`src/rtl/uart_pkg.sv`:
```
// Shared UART definitions: FSM state encoding, default clock and baud
// constants, and the bit-time helper used by both receiver and transmitter.
package uart_pkg;

    localparam int DEFAULT_CLOCK_FREQ = 50_000_000;
    localparam int DEFAULT_BAUD_RATE  = 115_200;

    typedef enum logic [2:0] {
        ST_IDLE,
        ST_START,
        ST_DATA,
        ST_STOP,
        ST_WAIT_HIGH
    } uart_state_t;

    // Clocks per serial bit, rounded to nearest.
    function automatic int calc_bit_time(input int clock_freq,
                                         input int baud_rate);
        return (clock_freq + baud_rate / 2) / baud_rate;
    endfunction

endpackage

```
`src/rtl/synchronizer.sv`:
```
// Two-flop synchronizer for asynchronous inputs; both stages reset to 1.
// Ports: clk, rst (async high), d (async in), q (synchronized out).
module synchronizer #(
    parameter int WIDTH = 1
) (
    input  logic             clk,
    input  logic             rst,
    input  logic [WIDTH-1:0] d,
    output logic [WIDTH-1:0] q
);

    logic [WIDTH-1:0] meta;

    always_ff @(posedge clk or posedge rst) begin
        if (rst) begin
            meta <= '1;
            q    <= '1;
        end else begin
            meta <= d;
            q    <= meta;
        end
    end

endmodule

```
`src/rtl/uart_receiver.sv`:
```
// 8N1 UART receiver with a one-byte valid/ready output buffer.
// Ports: clk, rst (async high), serial_in, data_out/data_out_valid/
// data_out_ready (byte handshake), framing_error and overrun (1-cycle pulses).
module uart_receiver
    import uart_pkg::*;
#(
    parameter int CLOCK_FREQ = DEFAULT_CLOCK_FREQ,
    parameter int BAUD_RATE  = DEFAULT_BAUD_RATE
) (
    input  logic       clk,
    input  logic       rst,
    input  logic       serial_in,
    output logic [7:0] data_out,
    output logic       data_out_valid,
    input  logic       data_out_ready,
    output logic       framing_error,
    output logic       overrun
);

    localparam int BIT_TIME = calc_bit_time(CLOCK_FREQ, BAUD_RATE);
    localparam int HALF_BIT = BIT_TIME / 2;
    localparam int CW       = $clog2(BIT_TIME);

    localparam logic [CW-1:0] BIT_LAST  = CW'(BIT_TIME - 1);
    localparam logic [CW-1:0] HALF_LAST = CW'(HALF_BIT - 1);

    logic        rx;
    uart_state_t state;
    logic [CW-1:0] cnt;
    logic [2:0]  bit_idx;
    logic [7:0]  shreg;

    synchronizer #(.WIDTH(1)) u_sync (
        .clk (clk),
        .rst (rst),
        .d   (serial_in),
        .q   (rx)
    );

    always_ff @(posedge clk or posedge rst) begin
        if (rst) begin
            state          <= ST_IDLE;
            cnt            <= '0;
            bit_idx        <= '0;
            shreg          <= '0;
            data_out       <= '0;
            data_out_valid <= 1'b0;
            framing_error  <= 1'b0;
            overrun        <= 1'b0;
        end else begin
            framing_error <= 1'b0;
            overrun       <= 1'b0;

            // Consumer drain; a delivery below may override it.
            if (data_out_valid && data_out_ready)
                data_out_valid <= 1'b0;

            unique case (state)
                ST_IDLE: begin
                    if (!rx) begin
                        state <= ST_START;
                        cnt   <= '0;
                    end
                end
                ST_START: begin
                    if (cnt == HALF_LAST) begin
                        cnt     <= '0;
                        bit_idx <= '0;
                        // High at mid start bit is a glitch.
                        state   <= rx ? ST_IDLE : ST_DATA;
                    end else begin
                        cnt <= cnt + 1'b1;
                    end
                end
                ST_DATA: begin
                    if (cnt == BIT_LAST) begin
                        cnt   <= '0;
                        shreg <= {rx, shreg[7:1]};
                        if (bit_idx == 3'd7)
                            state <= ST_STOP;
                        else
                            bit_idx <= bit_idx + 1'b1;
                    end else begin
                        cnt <= cnt + 1'b1;
                    end
                end
                ST_STOP: begin
                    if (cnt == BIT_LAST) begin
                        cnt <= '0;
                        if (rx) begin
                            state <= ST_IDLE;
                            if (!data_out_valid || data_out_ready) begin
                                data_out       <= shreg;
                                data_out_valid <= 1'b1;
                            end else begin
                                overrun <= 1'b1;
                            end
                        end else begin
                            framing_error <= 1'b1;
                            state         <= ST_WAIT_HIGH;
                        end
                    end else begin
                        cnt <= cnt + 1'b1;
                    end
                end
                ST_WAIT_HIGH: begin
                    if (rx)
                        state <= ST_IDLE;
                end
                default: state <= ST_IDLE;
            endcase
        end
    end

endmodule

```
`config.mk`:
```
export PLATFORM = sky130hd
export DESIGN_NAME = uart_receiver
export DESIGN_NICKNAME = d
export VERILOG_FILES = /design/src/rtl/uart_pkg.sv /design/src/rtl/synchronizer.sv /design/src/rtl/uart_receiver.sv
export SDC_FILE = /design/constraint.sdc
export NUM_CORES = 1
export LEC_CHECK = 0
export ABC_AREA = 0
export ABC_CLOCK_PERIOD_IN_PS = 3200
export CORE_UTILIZATION = 39
export CTS_BUF_LIST = sky130_fd_sc_hd__clkbuf_16
export CTS_CLUSTER_DIAMETER = 60
export DETAILED_ROUTE_END_ITERATION = 10
export DONT_BUFFER_PORTS = 1
export PLACE_DENSITY_LB_ADDON = 0.08
export SLEW_MARGIN = 20
export SYNTH_ARGS = -nofsm -noshare
export SYNTH_HDL_FRONTEND = slang
export SYNTH_SLANG_ARGS = --single-unit
export TNS_END_PERCENT = 30
```
`constraint.sdc`:
```
create_clock -name clk -period 3.2 [get_ports clk]
set_clock_uncertainty 0.15 [all_clocks]
set_input_delay 0.32 -clock clk [delete_from_list [all_inputs] [get_ports clk]]
set_output_delay 0.32 -clock clk [all_outputs]
set_load 0.05 [all_outputs]
```
### Word-level counts from Yosys, hierarchy flattened

Cells that the tools add are included.

* register bits after elaboration: 36
* input port bits: 4
* output and inout port bits: 11

* add/sub/neg operators: 2
* equal/unequal tests: 14
* mux-type cells: 29
* reductions and logical operators: 12

Operators by type and width (number)
* 2-to-1 mux 3 bit: 10
* 2-to-1 mux 9 bit: 3
* case mux 9 bit (3 select lines): 1
* case mux 3 bit (5 select lines): 1
* 2-to-1 mux 1 bit: 12
* inequality test 2 bit (second input constant): 6
* adder 9 x 1 -> 9 bit (second input constant): 1
* == test 9 x 8 -> 1 bit (second input constant): 1
* == test 9 bit (second input constant): 1
* AND reduction 4 bit: 2
* == test 3 x 2 -> 1 bit (second input constant): 2
* == test 3 bit (second input constant): 2
* case mux 3 bit (2 select lines): 1
* AND reduction 6 bit: 1
* AND reduction 2 bit: 2
* adder 3 x 1 -> 3 bit (second input constant): 1
* == test 3 x 1 -> 1 bit (second input constant): 1
* zero test 3 bit: 1
* nonzero test 3 bit: 1
* 2-to-1 mux 2 bit: 1
* inequality test 2 x 1 -> 1 bit (second input constant): 1
* nonzero test 2 bit: 1
* OR reduction 2 bit: 1
* logical AND 1 bit: 1
* other kinds (2): 2

### Longest topological paths before layout

Gate-level depths: netlist (run 1).

* depth in word-level cells: 6
* mapped depth: 7

### Cells and area by module

A second synthesis (run 1) with hierarchy kept.

* cell total of the unflattened synthesis: 154
* area, all modules: 1722.9 um^2

Modules (own cells, without submodules)
* uart_receiver: times used 1, cells each 151, area each 1666.6 um^2
* synchronizer: times used 1, cells each 3, area each 56.3 um^2

### Worst setup path before layout (run 1)

Ideal clock, no wire load.

* path type: flip-flop to flip-flop
* start point: reg cnt[1]
* end point: reg data_out[0]
* library setup time: 0.125 ns
* arrival time: 1.643 ns
* path slack: 1.281 ns
* stages on the path, launching flop included: 8
* clock period less this slack: 1.919 ns
* path through: dfrtp_1 -> inv_1 -> ha_1 -> and4bb_4 -> and2_4 -> and4_4 -> buf_6 -> mux2_4

* word-level cells in the longest chain between the ends: 2

RTL lines
* start: declaration: line uart_receiver.sv:29 `logic [CW-1:0] cnt;`
* start signal: assignment: line uart_receiver.sv:72 `cnt <= cnt + 1'b1;`
* start signal: assignment: line uart_receiver.sv:84 `cnt <= cnt + 1'b1;`
* start signal: assignment: line uart_receiver.sv:103 `cnt <= cnt + 1'b1;`
* == test 9 bit: line uart_receiver.sv:88 `if (cnt == BIT_LAST) begin`
* AND reduction 4 bit (no source line)
* end signal: assignment: line uart_receiver.sv:93 `data_out <= shreg;`
* end: declaration: line uart_receiver.sv:13 `output logic [7:0] data_out,`

Every way passes these cells.
A chain may end at the register's enable or synchronous reset.

### Worst setup path in the final report (run 1)

* start point: reg cnt[0]
* end point: reg cnt[6]

* word-level cells in the longest chain between the ends: 3
* elaborated cells between the ends (all ways): 6
* those cells by class: 1 x add/sub; 2 x eq/ne; 3 x mux

RTL lines
* adder 9 x 1 -> 9 bit, or another cell as far along: line uart_receiver.sv:72, uart_receiver.sv:84, uart_receiver.sv:103
* 2-to-1 mux 9 bit (on tied branches): line uart_receiver.sv:76, uart_receiver.sv:88, uart_receiver.sv:66
* case mux 9 bit (3 select lines) *: line uart_receiver.sv:58 `unique case (state)`

Every way passes the cells marked *; elsewhere a longest branch is shown, timed or not.

==> results.py, run 1 <==
metrics = {
    "cts": {
        "ctsResizeCount": 0,
        "hold_buffers": 2,
        "cts.htree.levels": 2,
        "clk_pin_slew_ns": 0.06,
        "clkSinkCount": 36,
        "clockBufferDepth": 2,
        "cts_root_buffer": "clkbuf_16",
        "clk_latency_ns": 0.28,
        "cts_tree": "yes",
        "post_cts_buffers": 0,
        "numCtsBuffers": 5,
    },
    "place": {
        "dp_hpwl_mm": 2.30,
        "dp_cells": 197,
        "place.gp.congestion": 0.787,
        "port-buffer-count": 0,
        "placedInstanceArea_um2": 1800,
    },
    "floorplanning": {
        "chipHeight_um": 69.1,
        "core_um2": 4350,
        "die-area_um2": 4780,
        "start_util": 0.403,
        "rows": 24,
        "io_pins": 15,
        "die-width_um": 69.1,
    },
    "power": {
        "powerDensity_nw_per_um2": 477,
        "p_total_uw": 938,
        "peakVddDrop_mv": 0.292,
        "leakage_uw": 0.000916,
    },
    "detailed_routing": {
        "drc": 0,
        "first_iter_violations": 66,
        "ant_nets": 0,
        "wire_per_inst_um": 15.7,
        "dr_total_vias": 1146,
        "vias_per_cell": 5.54,
        "routed_wirelength_mm": 3.25,
        "drtPass1Iterations": 4,
    },
    "sta": {
        "worst_pin_slew_ns": 0.692,
        "setup_viol": 0,
        "max_freq_mhz": 489,
        "max-slew-margin-rel": 0.538,
        "layout_min_cycle_time_ns": 2.05,
        "setup_tns_ns": 0,
        "period_share": 0.639,
        "rsz0062_at_grt": "false",
        "slew_viol_final": 0,
        "hold_viol": 0,
        "holdWs_ns": 0.117,
    },
    "layout": {
        "finalNonFillerCells": 207,
        "antenna_cells": 0,
        "area_growth_syn_to_layout_pct": 11.9,
        "drive_gt1_frac": 0.239,
        "finalNetCount": 163,
        "fin_area_um2": 1970,
    },
    "yosys": {
        "syn_area_per_cell_um2": 11.9,
        "syn-cell-area_um2": 1760,
        "ys_seq_elements": 36,
        "synth_cell_types": 42,
        "yosysSeqAreaShare": 0.514,
        "synth_edf_count": 0,
        "synth_cells": 148,
        "yosys_warnings": 0,
        "syn-num-nets": 157,
        "synthArstFlopShare": 1.00,
        "synth-main-ff-cell": "dfrtp_1",
    },
    "global_route": {
        "grt_max_degree": 20,
        "antenna_found_initial": 0,
        "grt_first_pass_wirelength_mm": 5.71,
        "grt_pass1_vias": 1185,
        "grt.total_usage": 0.152,
        "globalRouteOverflowTotal": 0,
    },
    "setup_path": {
        "crit_type": "register to register",
        "cp-end-kind": "register",
        "path_cells": "inv_1 -> ha_1 -> and4bb_2 -> a211oi_4 -> nor2_1 -> o211ai_1",
        "start_kind": "register",
        "worstSetupStartpoint": "cnt[0]",
        "cp_slowest_cell": "dfrtp_1",
        "crit_buf_inv": 1,
        "arrival_ns": 2.09,
        "cp_data_required_time_ns": 3.24,
        "max_stage_delay_ns": 0.47,
        "cp_max_fo": 9,
        "r2r-start": "cnt[0]",
        "critPathTopFamily": "compound AO/OA/AOI/OAI gates",
    },
    "min_path": {
        "hp-start": "data_out_ready",
        "hold_class": "primary input to register",
    },
    "run": {
        "drv_cap": 0,
    },
    "status": {
        "run_status": "complete, no violations",
    },
}
==> layout by cell type, fill, tap and decap left out, types with 2 or more instances in the layout <==
master         instances
nor4_1                 2
and4b_1                2
o21ai_0                6
a21oi_1                5
nand2_1               19
o31a_1                 2
or4_1                  2
nor2_2                 2
ha_1                   5
a2111oi_0              2
nor2_1                 5
nor2b_1                3
dfstp_2                2
clkinv_2               2
mux2i_1                3
nand2b_1               2
dfrtp_1               34
inv_1                  6
o22ai_1                4
mux2_4                 8
mux2_2                 8
nand3_1                4
dlygate4sd3_1          2
clkbuf_16              5
nor3_1                 2
==> where the power goes <==
group	switching, µW	leakage, µW	total (µW)	internal, µW
Combinational	9.46	0.000361	12.6	3.15
Sequential	2.14	0.000481	460	458
Clock	180	0.0000736	466	286
==> Yosys cell counts, drive strengths merged (3+ instances only) <==
library cell	instances	share of area
inv	6	0.013
nor2	7	0.018
nor2b	3	0.011
a21oi	5	0.014
nand3	4	0.011
nand2	19	0.041
o21ai	6	0.017
mux2i	3	0.017
o22ai	4	0.014
ha	5	0.036
dfrtp	34	0.48
mux2	16	0.12
buf	3	0.014
==> final timing paths <==
path | endpoint | slack [ns] | cells past startpoint
worst max register to register | cnt[6] | 1.15 | 6
worst max-delay path | cnt[6] | 1.15 | 6
max in group asynchronous | data_out[5] | 1.73 | 3
worst min register to register | u_sync.q | 0.20 | 0
min in group asynchronous | framing_error | 0.44 | 2
worst min-delay path | overrun | 0.12 | 2
==> metrics by stage <==
stage / setup slack, ns / utilization
floorplan: 1.28 / -
global placement: 1.19 / 0.414
detailed placement: 1.15 / 0.414
CTS: 1.13 / 0.451
global route: 1.01 / 0.451
finish: 1.15 / 0.451
==> cell type report <==
type	count	area (µm²)
fill	400	2390
sequential	36	903
tap	52	65.1
clock inverter	3	18.8
inverter	6	22.5
clock buffer	5	125
timing repair buffer	3	27.5
multi-input combinational	102	803
==> flip-flops by register name, indices dropped and copies added (netlist names) <==
register        cells
data_out            8
bit_idx             3
cnt                 9
overrun             1
framing_error       1
data_out_valid      1
u_sync.q            1
u_sync.meta         1
shreg               8
state               3
==> metal layers <==
| metal | vias to the layer above | global-route usage | part of all wire |
|---|---|---|---|
| li1 | 547 | - | - |
| met1 | 583 | 0.192 | 0.46 |
| met2 | 12 | 0.254 | 0.51 |
| met3 | 4 | 0.0424 | 0.022 |
| met4 | 0 | 0.0476 | 0.011 |
| met5 | - | 0 | 0 |
==> logic make-up (layout without fill, tap and decap cells) <==
kind of cell / count (synthesis) / in the layout / synth area share
adders and majority gates: 5 / 5 / 0.0356
muxes: 19 / 19 / 0.137
buffers and inverters: 10 / 17 / 0.0285
and+or+nand+nor: 51 / 51 / 0.170
AOI/OAI and AO/OA: 27 / 27 / 0.115
DFF: 36 / 36 / 0.514
No activity file was read; power rests on OpenSTA's default activity.
==> run 2: changes to the inputs <==
--- a/config.mk
+++ b/config.mk
@@ -5,8 +5,8 @@
 export SDC_FILE = /design/constraint.sdc
 export NUM_CORES = 1
 export LEC_CHECK = 0
-export ABC_AREA = 0
-export ABC_CLOCK_PERIOD_IN_PS = 3200
+export ABC_AREA = 1
+export ABC_CLOCK_PERIOD_IN_PS = 1900
 export CORE_UTILIZATION = 39
 export CTS_BUF_LIST = sky130_fd_sc_hd__clkbuf_16
 export CTS_CLUSTER_DIAMETER = 60
==> constraint.sdc (replaced) <==
create_clock -name clk -period 1.9 [get_ports clk]
set_clock_uncertainty 0.15 [all_clocks]
set_input_delay 0.19 -clock clk [delete_from_list [all_inputs] [get_ports clk]]
set_output_delay 0.19 -clock clk [all_outputs]
set_load 0.05 [all_outputs]
==> results.py, run 2 <==
metrics = {
    "yosys": {
        "synth_cells": 225,
        "synth_cell_types": 25,
        "yosys-top-cells-area": "dfrtp_1 (45%), nand2_1 (12%), inv_1 (5.0%)",
        "synth_common_cells": "nand2_1 (59), dfrtp_1 (34), inv_1 (25)",
        "syn-cell-area_um2": 1890,
        "synth-main-ff-cell": "dfrtp_1",
        "yosysMostFrequentCell": "nand2_1",
        "yosys_warnings": 0,
        "synth.top_cell.area_share": 0.450,
        "syn_area_per_cell_um2": 8.41,
        "yosysSeqAreaShare": 0.478,
        "ys_seq_elements": 36,
        "synthArstFlopShare": 1.00,
        "syn-num-nets": 234,
        "synth_edf_count": 0,
        "synth_top_cell_by_area": "dfrtp_1",
    },
    "cts": {
        "cts_tree": "yes",
        "cts_root_buffer": "clkbuf_16",
        "clockBufferDepth": 2,
        "clk_latency_ns": 0.28,
        "clkSinkCount": 36,
        "clk_pin_slew_ns": 0.05,
        "numCtsBuffers": 5,
        "cts.htree.levels": 2,
        "ctsResizeCount": 0,
    },
    "sta": {
        "rsz0062_at_grt": "false",
        "setup_tns_ns": 0,
        "max_freq_mhz": 584,
        "period_share": 0.901,
        "setup_viol": 0,
        "worst_pin_slew_ns": 0.492,
        "layout_min_cycle_time_ns": 1.71,
        "hold_viol": 0,
        "slew_viol_final": 0,
        "max-slew-margin-rel": 0.672,
    },
    "run": {
        "drv_cap": 0,
    },
    "min_path": {
        "hp-start": "data_out_ready",
        "holdPathStages": 3,
        "min_to": "overrun",
        "hold_class": "primary input to register",
    },
    "detailed_routing": {
        "dr_total_vias": 1462,
        "drc": 0,
        "wire_per_inst_um": 12.4,
        "first_iter_violations": 69,
        "drtPass1Iterations": 4,
        "vias_per_cell": 5.08,
        "routed_wirelength_mm": 3.56,
        "ant_nets": 0,
    },
    "power": {
        "powerDensity_nw_per_um2": 790,
        "leakage_uw": 0.00106,
        "internal_power_uw": 1390,
        "power.share.combinational": 0.013,
        "netSwitchingFraction": 0.185,
        "p_total_uw": 1700,
        "clock_power_share": 0.532,
        "peakVddDrop_mv": 0.407,
        "p_seq_frac": 0.455,
        "p_sw_uw": 314,
    },
    "floorplanning": {
        "die-area_um2": 5130,
        "rows": 24,
        "die-width_um": 71.6,
        "core_um2": 4500,
        "chipHeight_um": 71.6,
        "io_pins": 15,
        "start_util": 0.420,
    },
    "setup_path": {
        "arrival_ns": 1.72,
        "r2r_cells": 9,
        "crit_type": "register to register",
        "max_stage_delay_ns": 0.39,
        "path_cells": "inv_1 -> ha_1 -> nand2_2 -> nor2_4 -> nand2_4 -> inv_2 -> nand3_4 -> nand2_1 -> o21ai_2",
        "cp_max_fo": 16,
        "cp-end-kind": "register",
        "r2r-start": "cnt[1]",
        "rrSetupSlack_ns": 0.19,
        "cp_data_required_time_ns": 1.91,
        "reg2reg_to": "data_out[7]",
        "cp_slowest_cell": "dfrtp_1",
        "start_kind": "register",
    },
    "global_route": {
        "grt_max_degree": 37,
        "grt_first_pass_wirelength_mm": 6.33,
        "antenna_found_initial": 0,
        "grt.total_usage": 0.161,
        "globalRouteOverflowTotal": 0,
        "grt_pass1_vias": 1381,
    },
    "layout": {
        "final_common_cell": "nand2_1",
        "drive_gt1_frac": 0.191,
        "top_regs": "cnt: 9 flops, data_out: 8 flops, shreg: 8 flops",
        "layout_common_cells": "nand2_1 (59), dfrtp_1 (34), inv_1 (26), nor2_1 (21), nand3_1 (18)",
        "antenna_cells": 0,
        "finalNetCount": 244,
        "regMostFlops": "cnt",
        "largest_register_ffs": 9,
        "area_growth_syn_to_layout_pct": 13.8,
    },
    "place": {
        "dp_hpwl_mm": 2.57,
        "place.gp.congestion": 0.810,
        "port-buffer-count": 0,
    },
    "status": {
        "run_status": "complete, no violations",
    },
}
[run 2: worst max path at each step]
stage	start	endpoint	cells after the start
after floorplan	cnt[1]	data_out[5]	10
after detailed placement	cnt[1]	data_out[7]	9
final	cnt[1]	data_out[7]	9
after global routing	cnt[1]	data_out[1]	9
after global placement	cnt[1]	data_out[7]	9
after CTS	cnt[1]	data_out[7]	9
[run 2: layer usage]
layer	share of wire	up-vias	global-route usage	wire, µm
met1	0.48	681	0.216	1730
li1	-	745	-	-
met2	0.46	28	0.246	1630
met4	0.026	0	0.0850	91
met5	0	-	0	0
met3	0.033	8	0.0338	117
[run 2: critical path, delay by kind of cell, from the launching register on]
family / cells / cell delay, ns
and+or+nand+nor: 5 / 0.62
DFF: 1 / 0.39
adders and majority gates: 1 / 0.20
buffers and inverters: 2 / 0.18
AOI/OAI and AO/OA: 1 / 0.06
[run 2: timing repair]
action                                  4_1_cts  5_1_grt
hold buffers                                  2        0
hold endpoints to repair                     35        0
setup buffers                                 0        1
endpoints found under the setup margin        0        1
[run 2: final cells by class]
type                    count  area, µm²
fillers                   452       2350
flip-flops and latches     36        903
multi-input cells         155        842
clock buffers               5        125
inverters                  31        116
well taps                  52       65.1
repair buffers              6       62.6
clock inverters             3       38.8
[run 2: cells by family after synthesis]
logic type | synth area share
buffers and inverters | 0.0774
AND/OR/NAND/NOR | 0.315
AO/OA/AOI/OAI | 0.0926
adder cells (fa/ha/maj) | 0.0331
XOR/XNOR | 0.00463
flip-flops | 0.478
[run 2: power groups by stage]
stage	logic (µW)	registers, µW	clock network, µW
after floorplan	13.5	787	0
after global placement	19.9	787	0
after detailed placement	20.5	787	0
after CTS	23.7	774	936
after global routing	26.9	774	961
final	22.0	774	905
[run 2: through the flow]
stage	hold WS (ns)	utilization	setup WS, ns	cell area [µm²]	cells
after floorplan	0.0445	-	0.318	1890	225
after global placement	0.0446	0.433	0.223	1950	277
after detailed placement	0.0446	0.433	0.172	1950	277
after CTS	0.00417	0.474	0.166	2130	287
after global routing	0.0485	0.478	0.0273	2150	288
final	0.0120	0.478	0.188	2150	288
